<file path="src/rtl/bcd_refresh_driver_if.sv">
// -----------------------------------------------------------------------------
// bcd_refresh_driver_if
//   Bundles the request/result signals between a feeder and bcd_refresh_driver.
//   Signals:
//     bin   [6:0]  binary value to convert (master -> slave)
//     start        conversion request, level-sampled (master -> slave)
//     busy         conversion in progress (slave -> master)
//     done         one-cycle pulse, A/B/ovf just updated (slave -> master)
//     A     [3:0]  tens BCD digit (slave -> master)
//     B     [3:0]  ones BCD digit (slave -> master)
//     sel          free-running digit select (slave -> master)
//     ovf          last converted value exceeded 99 (slave -> master)
//   Modports: master (requester / display side), slave (the converter).
// -----------------------------------------------------------------------------
interface bcd_refresh_driver_if;
    logic [6:0] bin;
    logic       start;
    logic       busy;
    logic       done;
    logic [3:0] A;
    logic [3:0] B;
    logic       sel;
    logic       ovf;

    modport master (
        output bin, start,
        input  busy, done, A, B, sel, ovf
    );

    modport slave (
        input  bin, start,
        output busy, done, A, B, sel, ovf
    );
endinterface

</file>
<file path="src/rtl/bcd_refresh_driver.sv">
// -----------------------------------------------------------------------------
// bcd_refresh_driver
//   Converts a 7-bit binary value to two BCD digits with a sequential
//   double-dabble (one shift per clock) and drives a free-running digit-select
//   line for a two-digit seven-segment display stage. Converted digits are held
//   stable between conversions; they update only on the final shift step.
//
//   Ports:
//     clk           system clock, rising edge
//     rst           asynchronous, active-high reset
//     bus (slave)   bin/start in; busy/done/A/B/sel/ovf out (all registered)
//
//   Parameters:
//     REFRESH_DIV   clk cycles per sel half-period (>= 1)
//
//   Build option:
//     BCD_OVF_SAT_EN  when defined, an overflowing value (> 99) loads A=9, B=9
//                     instead of the low two BCD digits. ovf is the same either way.
// -----------------------------------------------------------------------------
module bcd_refresh_driver #(
    parameter int REFRESH_DIV = 100000
) (
    input  logic                  clk,
    input  logic                  rst,
    bcd_refresh_driver_if.slave   bus
);

    localparam int CNT_W = (REFRESH_DIV > 1) ? $clog2(REFRESH_DIV) : 1;
    localparam logic [CNT_W-1:0] CNT_LAST = CNT_W'(REFRESH_DIV - 1);
    localparam logic [2:0] LAST_STEP = 3'd6;

    typedef enum logic [1:0] {
        S_IDLE,
        S_SHIFT,
        S_DONE
    } state_e;

    state_e      state_q, state_d;
    logic        busy_q, busy_d;
    logic        done_q, done_d;
    logic [6:0]  shreg_q, shreg_d;
    logic [11:0] scratch_q, scratch_d;   // {H, T, O}
    logic [2:0]  step_q, step_d;
    logic [3:0]  a_q, a_d;
    logic [3:0]  b_q, b_d;
    logic        ovf_q, ovf_d;

    logic [CNT_W-1:0] refresh_q;
    logic             sel_q;

    // Double-dabble correction: a digit >= 5 would become >= 10 after the
    // doubling shift, so pre-add 3 to carry it into the next digit.
    function automatic logic [3:0] adj3(input logic [3:0] n);
        return (n >= 4'd5) ? n + 4'd3 : n;
    endfunction

    logic [11:0] scratch_adj;
    logic [18:0] combined;
    logic [11:0] scratch_shift;
    logic [6:0]  shreg_shift;

    always_comb begin
        scratch_adj   = {adj3(scratch_q[11:8]), adj3(scratch_q[7:4]), adj3(scratch_q[3:0])};
        combined      = {scratch_adj, shreg_q};
        scratch_shift = combined[17:6];
        shreg_shift   = {combined[5:0], 1'b0};
    end

    // -------------------------------------------------------------------------
    // FSM state and datapath registers
    // -------------------------------------------------------------------------
    // NOTE: sequential state uses non-blocking assignments so every register
    // samples pre-edge values regardless of process ordering.
    always_ff @(posedge clk or posedge rst) begin
        if (rst) begin
            state_q   <= S_IDLE;
            busy_q    <= 1'b0;
            done_q    <= 1'b0;
            shreg_q   <= '0;
            scratch_q <= '0;
            step_q    <= '0;
            a_q       <= '0;
            b_q       <= '0;
            ovf_q     <= 1'b0;
        end else begin
            state_q   <= state_d;
            busy_q    <= busy_d;
            done_q    <= done_d;
            shreg_q   <= shreg_d;
            scratch_q <= scratch_d;
            step_q    <= step_d;
            a_q       <= a_d;
            b_q       <= b_d;
            ovf_q     <= ovf_d;
        end
    end

    // NOTE: every signal driven here gets a default first, so no path leaves
    // a value unassigned and no latch is inferred.
    always_comb begin
        state_d   = state_q;
        busy_d    = 1'b0;
        done_d    = 1'b0;
        shreg_d   = shreg_q;
        scratch_d = scratch_q;
        step_d    = step_q;
        a_d       = a_q;
        b_d       = b_q;
        ovf_d     = ovf_q;

        unique case (state_q)
            S_IDLE: begin
                if (bus.start) begin
                    shreg_d   = bus.bin;
                    scratch_d = '0;
                    step_d    = '0;
                    busy_d    = 1'b1;
                    state_d   = S_SHIFT;
                end
            end
            S_SHIFT: begin
                shreg_d   = shreg_shift;
                scratch_d = scratch_shift;
                step_d    = step_q + 3'd1;
                if (step_q == LAST_STEP) begin
                    // Results come straight from the post-shift scratch so the
                    // outputs update on the same edge as the last step.
                    ovf_d = (scratch_shift[11:8] != 4'd0);
`ifdef BCD_OVF_SAT_EN
                    if (scratch_shift[11:8] != 4'd0) begin
                        a_d = 4'd9;
                        b_d = 4'd9;
                    end else begin
                        a_d = scratch_shift[7:4];
                        b_d = scratch_shift[3:0];
                    end
`else
                    a_d = scratch_shift[7:4];
                    b_d = scratch_shift[3:0];
`endif
                    done_d  = 1'b1;
                    state_d = S_DONE;
                end else begin
                    busy_d = 1'b1;
                end
            end
            S_DONE: begin
                state_d = S_IDLE;
            end
            default: begin
                state_d = S_IDLE;
            end
        endcase
    end

    // -------------------------------------------------------------------------
    // Free-running refresh divider, independent of the conversion FSM
    // -------------------------------------------------------------------------
    always_ff @(posedge clk or posedge rst) begin
        if (rst) begin
            refresh_q <= '0;
            sel_q     <= 1'b0;
        end else if (refresh_q == CNT_LAST) begin
            refresh_q <= '0;
            sel_q     <= ~sel_q;
        end else begin
            refresh_q <= refresh_q + 1'b1;
        end
    end

    assign bus.busy = busy_q;
    assign bus.done = done_q;
    assign bus.A    = a_q;
    assign bus.B    = b_q;
    assign bus.sel  = sel_q;
    assign bus.ovf  = ovf_q;

endmodule
</file>
<file path="src/flat_wrapper.sv">
// flat-port wrapper written by rule: the top's interface ports become plain ports
module bcd_refresh_driver_flat 
#(
    parameter int REFRESH_DIV = 100000
)
  (clk, rst, bus_bin, bus_start, bus_busy, bus_done, bus_A, bus_B, bus_sel, bus_ovf);
  bcd_refresh_driver_if bus_i ();
  input  logic clk;
  input  logic rst;
  input wire logic [$bits(bus_i.bin)-1:0] bus_bin;
  input wire logic [$bits(bus_i.start)-1:0] bus_start;
  output wire logic [$bits(bus_i.busy)-1:0] bus_busy;
  output wire logic [$bits(bus_i.done)-1:0] bus_done;
  output wire logic [$bits(bus_i.A)-1:0] bus_A;
  output wire logic [$bits(bus_i.B)-1:0] bus_B;
  output wire logic [$bits(bus_i.sel)-1:0] bus_sel;
  output wire logic [$bits(bus_i.ovf)-1:0] bus_ovf;
  assign bus_i.bin = bus_bin;
  assign bus_i.start = bus_start;
  assign bus_busy = bus_i.busy;
  assign bus_done = bus_i.done;
  assign bus_A = bus_i.A;
  assign bus_B = bus_i.B;
  assign bus_sel = bus_i.sel;
  assign bus_ovf = bus_i.ovf;
  bcd_refresh_driver #(.REFRESH_DIV(REFRESH_DIV)) u_core (.clk(clk), .rst(rst), .bus(bus_i));
endmodule
</file>
<file path="config.mk">
export PLATFORM = sky130hd
export DESIGN_NAME = bcd_refresh_driver_flat
export DESIGN_NICKNAME = d
export VERILOG_FILES = /design/src/rtl/bcd_refresh_driver_if.sv /design/src/rtl/bcd_refresh_driver.sv /design/src/flat_wrapper.sv
export SDC_FILE = /design/constraint.sdc
export NUM_CORES = 1
export LEC_CHECK = 0
export ABC_AREA = 0
export CAP_MARGIN = 40
export CORE_ASPECT_RATIO = 1.1
export CORE_MARGIN = 5
export CORE_UTILIZATION = 57
export DETAILED_ROUTE_END_ITERATION = 8
export PLACE_DENSITY = 0.79
export SLEW_MARGIN = 40
export SYNTH_ARGS = -nofsm -noshare
export SYNTH_HDL_FRONTEND = slang
export SYNTH_SLANG_ARGS = --single-unit
</file>
<file path="constraint.sdc">
create_clock -name clk -period 2.71 [get_ports clk]
set_clock_uncertainty 0.15 [all_clocks]
set_input_delay 0.542 -clock clk [delete_from_list [all_inputs] [get_ports clk]]
set_output_delay 0.542 -clock clk [all_outputs]
set_load 0.01 [all_outputs]
</file>
==> impl_metrics.ini <==
[synthesis]
yosys_warnings = 0
synth_cell_types = 32
synth_ff_type = dfrtp_1
async_flop_share_pct = 100
synth_top_area_cell = dfrtp_1
netlist_area_um2 = 2480
syn_avg_cell_area_um2 = 10.1
ys_ff_latch = 53
ys_seq_area_share_pct = 53.5
synth_cells = 246
yosys.cell_count.top_type = dfrtp_1
synth_area_leaders = dfrtp_1, o21ai_0, nand2_1, ha_1, xnor2_1
yosys.area.top_type_share_pct = 53.5
synth_edf_count = 0
synth_common_cells = dfrtp_1, nand2_1, o21ai_0
mappedNetlistNets = 265

[sta]
tightest_slew_ns = 0.454
hold_violations = 0
drv_slew = 0
tns_ns = 0
fin_crit_ns = 2.10
fin_hold_ws_ns = 0.339
fmax_mhz = 476
setup_violations = 0
maxSlewHeadroom_pct = 69.5
rsz0062_at_grt = no
fin_crit_sh_pct = 77.6

[grt]
grt_usage_pct = 16.7
grt_overflow = 0
grt_pass1_vias = 1705
grt_max_degree = 23
grt_pass1_wl_mm = 7.60
antenna_found_initial = 0

[worst_setup_path]
r2r.worst_path.cells = 6
cp-start-kind = flop
r2r_end = u_core.bus.sel$_DFFE_PP0N_
crit_chain = ha_1 -> and4_1 -> nand2_1 -> nor4_4 -> buf_4 -> xor2_1
max_stage_delay_ns = 0.44
crit_fanout = 8
arrival_ns = 2.18
cpLargestDelayFamily = simple AND/OR/NAND/NOR gates
cp.required_ns = 2.78
end_kind = flop
crit_type = reg -> reg
cp_num_buf_inv = 1
reg2reg_slack_ns = 0.61
r2r_start = u_core.refresh_q[0]$_DFF_PP0_
crit_slowest_cell = nor4_4

[clock_network]
cts_hold_buf = 0
numCtsBuffers = 5
clkTransAtPathRegs_ns = 0.09
htree_levels = 2
cts.sinks = 53
cts_buffer_depth = 2
cts_resized = 0
clock-root-buffer = clkbuf_8
cts_tree = built
cts_setup_buffers = 0
clk_latency_ns = 0.30

[hold_path]
worstHoldPathType = reg -> reg
hp-start = u_core.refresh_q[0]$_DFF_PP0_
hold_path_depth = 1
whs_endpoint = u_core.refresh_q[0]$_DFF_PP0_

[detailed_routing]
drt_first_pass_iters = 4
wl_per_cell_um = 13.1
viasPerCell = 5.42
first_iter_violations = 65
postRouteAntennaNets = 0
remaining_drc_errors = 0
dr_total_vias = 1756
routed_wirelength_mm = 4.24

[final_layout]
layout.nets = 290
fillers = 367
area_delta_synth_final_pct = 14.6
drive_above_1_share_pct = 8.52
antenna_cells = 0
final_area_um2 = 2840
final_cells = 324

[floorplanning]
coreArea_um2 = 4250
rows = 25
die_w_um = 72.9
start_util_pct = 58.3
dieArea_um2 = 5770
io_pins = 22
die_h_um = 79.2

[pwr]
p_leak_nw = 1.25
vdd_ir_drop_max_mv = 0.531
powerDensity_nw_per_um2 = 905

[placement]
io_buffers = 21
post_dp_cell_area_um2 = 2770
place.gp.congestion = 0.774
dp_hpwl_mm = 3.18
place_inst = 318

[job]
drv_cap = 0

[run_status]
status = completed
[where the power goes]
| part | switching (W) | total, W | internal [W] |
|---|---|---|---|
| clock | 0.000232 | 0.000403 | 0.000170 |
| sequential | 0.000169 | 0.00119 | 0.00102 |
| combinational | 0.000510 | 0.000981 | 0.000471 |
[cell families after synthesis]
logic type | Yosys count | synth area share (%)
simple gates | 85 | 17.9
fa+ha+maj | 9 | 4.54
flops | 53 | 53.5
xor+xnor | 17 | 6.01
compound gates | 50 | 10.6
buf+inv | 22 | 3.33
mux | 10 | 4.19
[sequential cells by signal (all words and copies together) (netlist names)]
name,flops
u_core.bus.B,4
u_core.step_q,3
u_core.scratch_q,12
u_core.shreg_q,7
u_core.refresh_q,17
u_core.bus.busy,1
u_core.bus.done,1
u_core.bus.sel,1
u_core.bus.ovf,1
u_core.bus.A,4
u_core.state_q,2
[cell usage in the layout, fill, tap and decap left out, types with 3 or more instances in the layout]
master,instances
a21oi_1,11
a31oi_1,4
buf_4,5
clkbuf_8,5
clkdlybuf4s50_1,21
dfrtp_1,53
ha_1,9
inv_1,13
mux2_2,3
mux2i_1,7
nand2_1,35
nand2b_1,5
nand3_1,6
nand4_1,3
nor2_1,13
nor3_1,4
nor3b_1,3
o21ai_0,33
xnor2_1,12
xor2_1,5
[how the worst max path moves through the flow]
stage	start	endpoint	slack [ns]	depth (start not counted)
6_report	u_core.refresh_q[0]$_DFF_PP0_	u_core.bus.sel$_DFFE_PP0N_	0.61	6
3_3_place_gp	u_core.refresh_q[0]$_DFF_PP0_	u_core.bus.sel$_DFFE_PP0N_	0.73	6
4_1_cts	u_core.refresh_q[0]$_DFF_PP0_	u_core.bus.sel$_DFFE_PP0N_	0.59	6
2_1_floorplan	rst	u_core.bus.A[0]$_DFFE_PP0P_	0.73	1
5_1_grt	u_core.refresh_q[0]$_DFF_PP0_	u_core.bus.sel$_DFFE_PP0N_	0.45	6
3_5_place_dp	u_core.refresh_q[0]$_DFF_PP0_	u_core.bus.sel$_DFFE_PP0N_	0.62	6
[cell type report]
type                    instances  area, um^2  share of cell area, %
inverters                      14        52.6                   1.85
flip-flops and latches         53        1330                   46.7
well taps                      54        67.6                   2.38
clock buffers                   5        68.8                   2.42
repair buffers                 26         248                   8.72
clock inverters                 1        5.00                  0.176
multi-input cells             171        1070                   37.8
[per-stage QoR]
| step | worst slack [ns] | util, % | total power [W] |
|---|---|---|---|
| floorplan | 0.732 | - | 0.00186 |
| global placement | 0.730 | 65.1 | 0.00216 |
| detailed placement | 0.620 | 65.1 | 0.00221 |
| CTS | 0.588 | 66.8 | 0.00261 |
| global route | 0.450 | 66.8 | 0.00280 |
| finish | 0.608 | 66.8 | 0.00257 |
[metal layers]
metal | routed length, um | GRT usage, % | up-vias
met5 | 0 | 0 | -
met4 | 69 | 6.09 | 0
met3 | 129 | 3.16 | 6
met2 | 2140 | 28.3 | 20
met1 | 1910 | 21.1 | 848
li1 | - | - | 882
(Power assumes the default switching activity.)
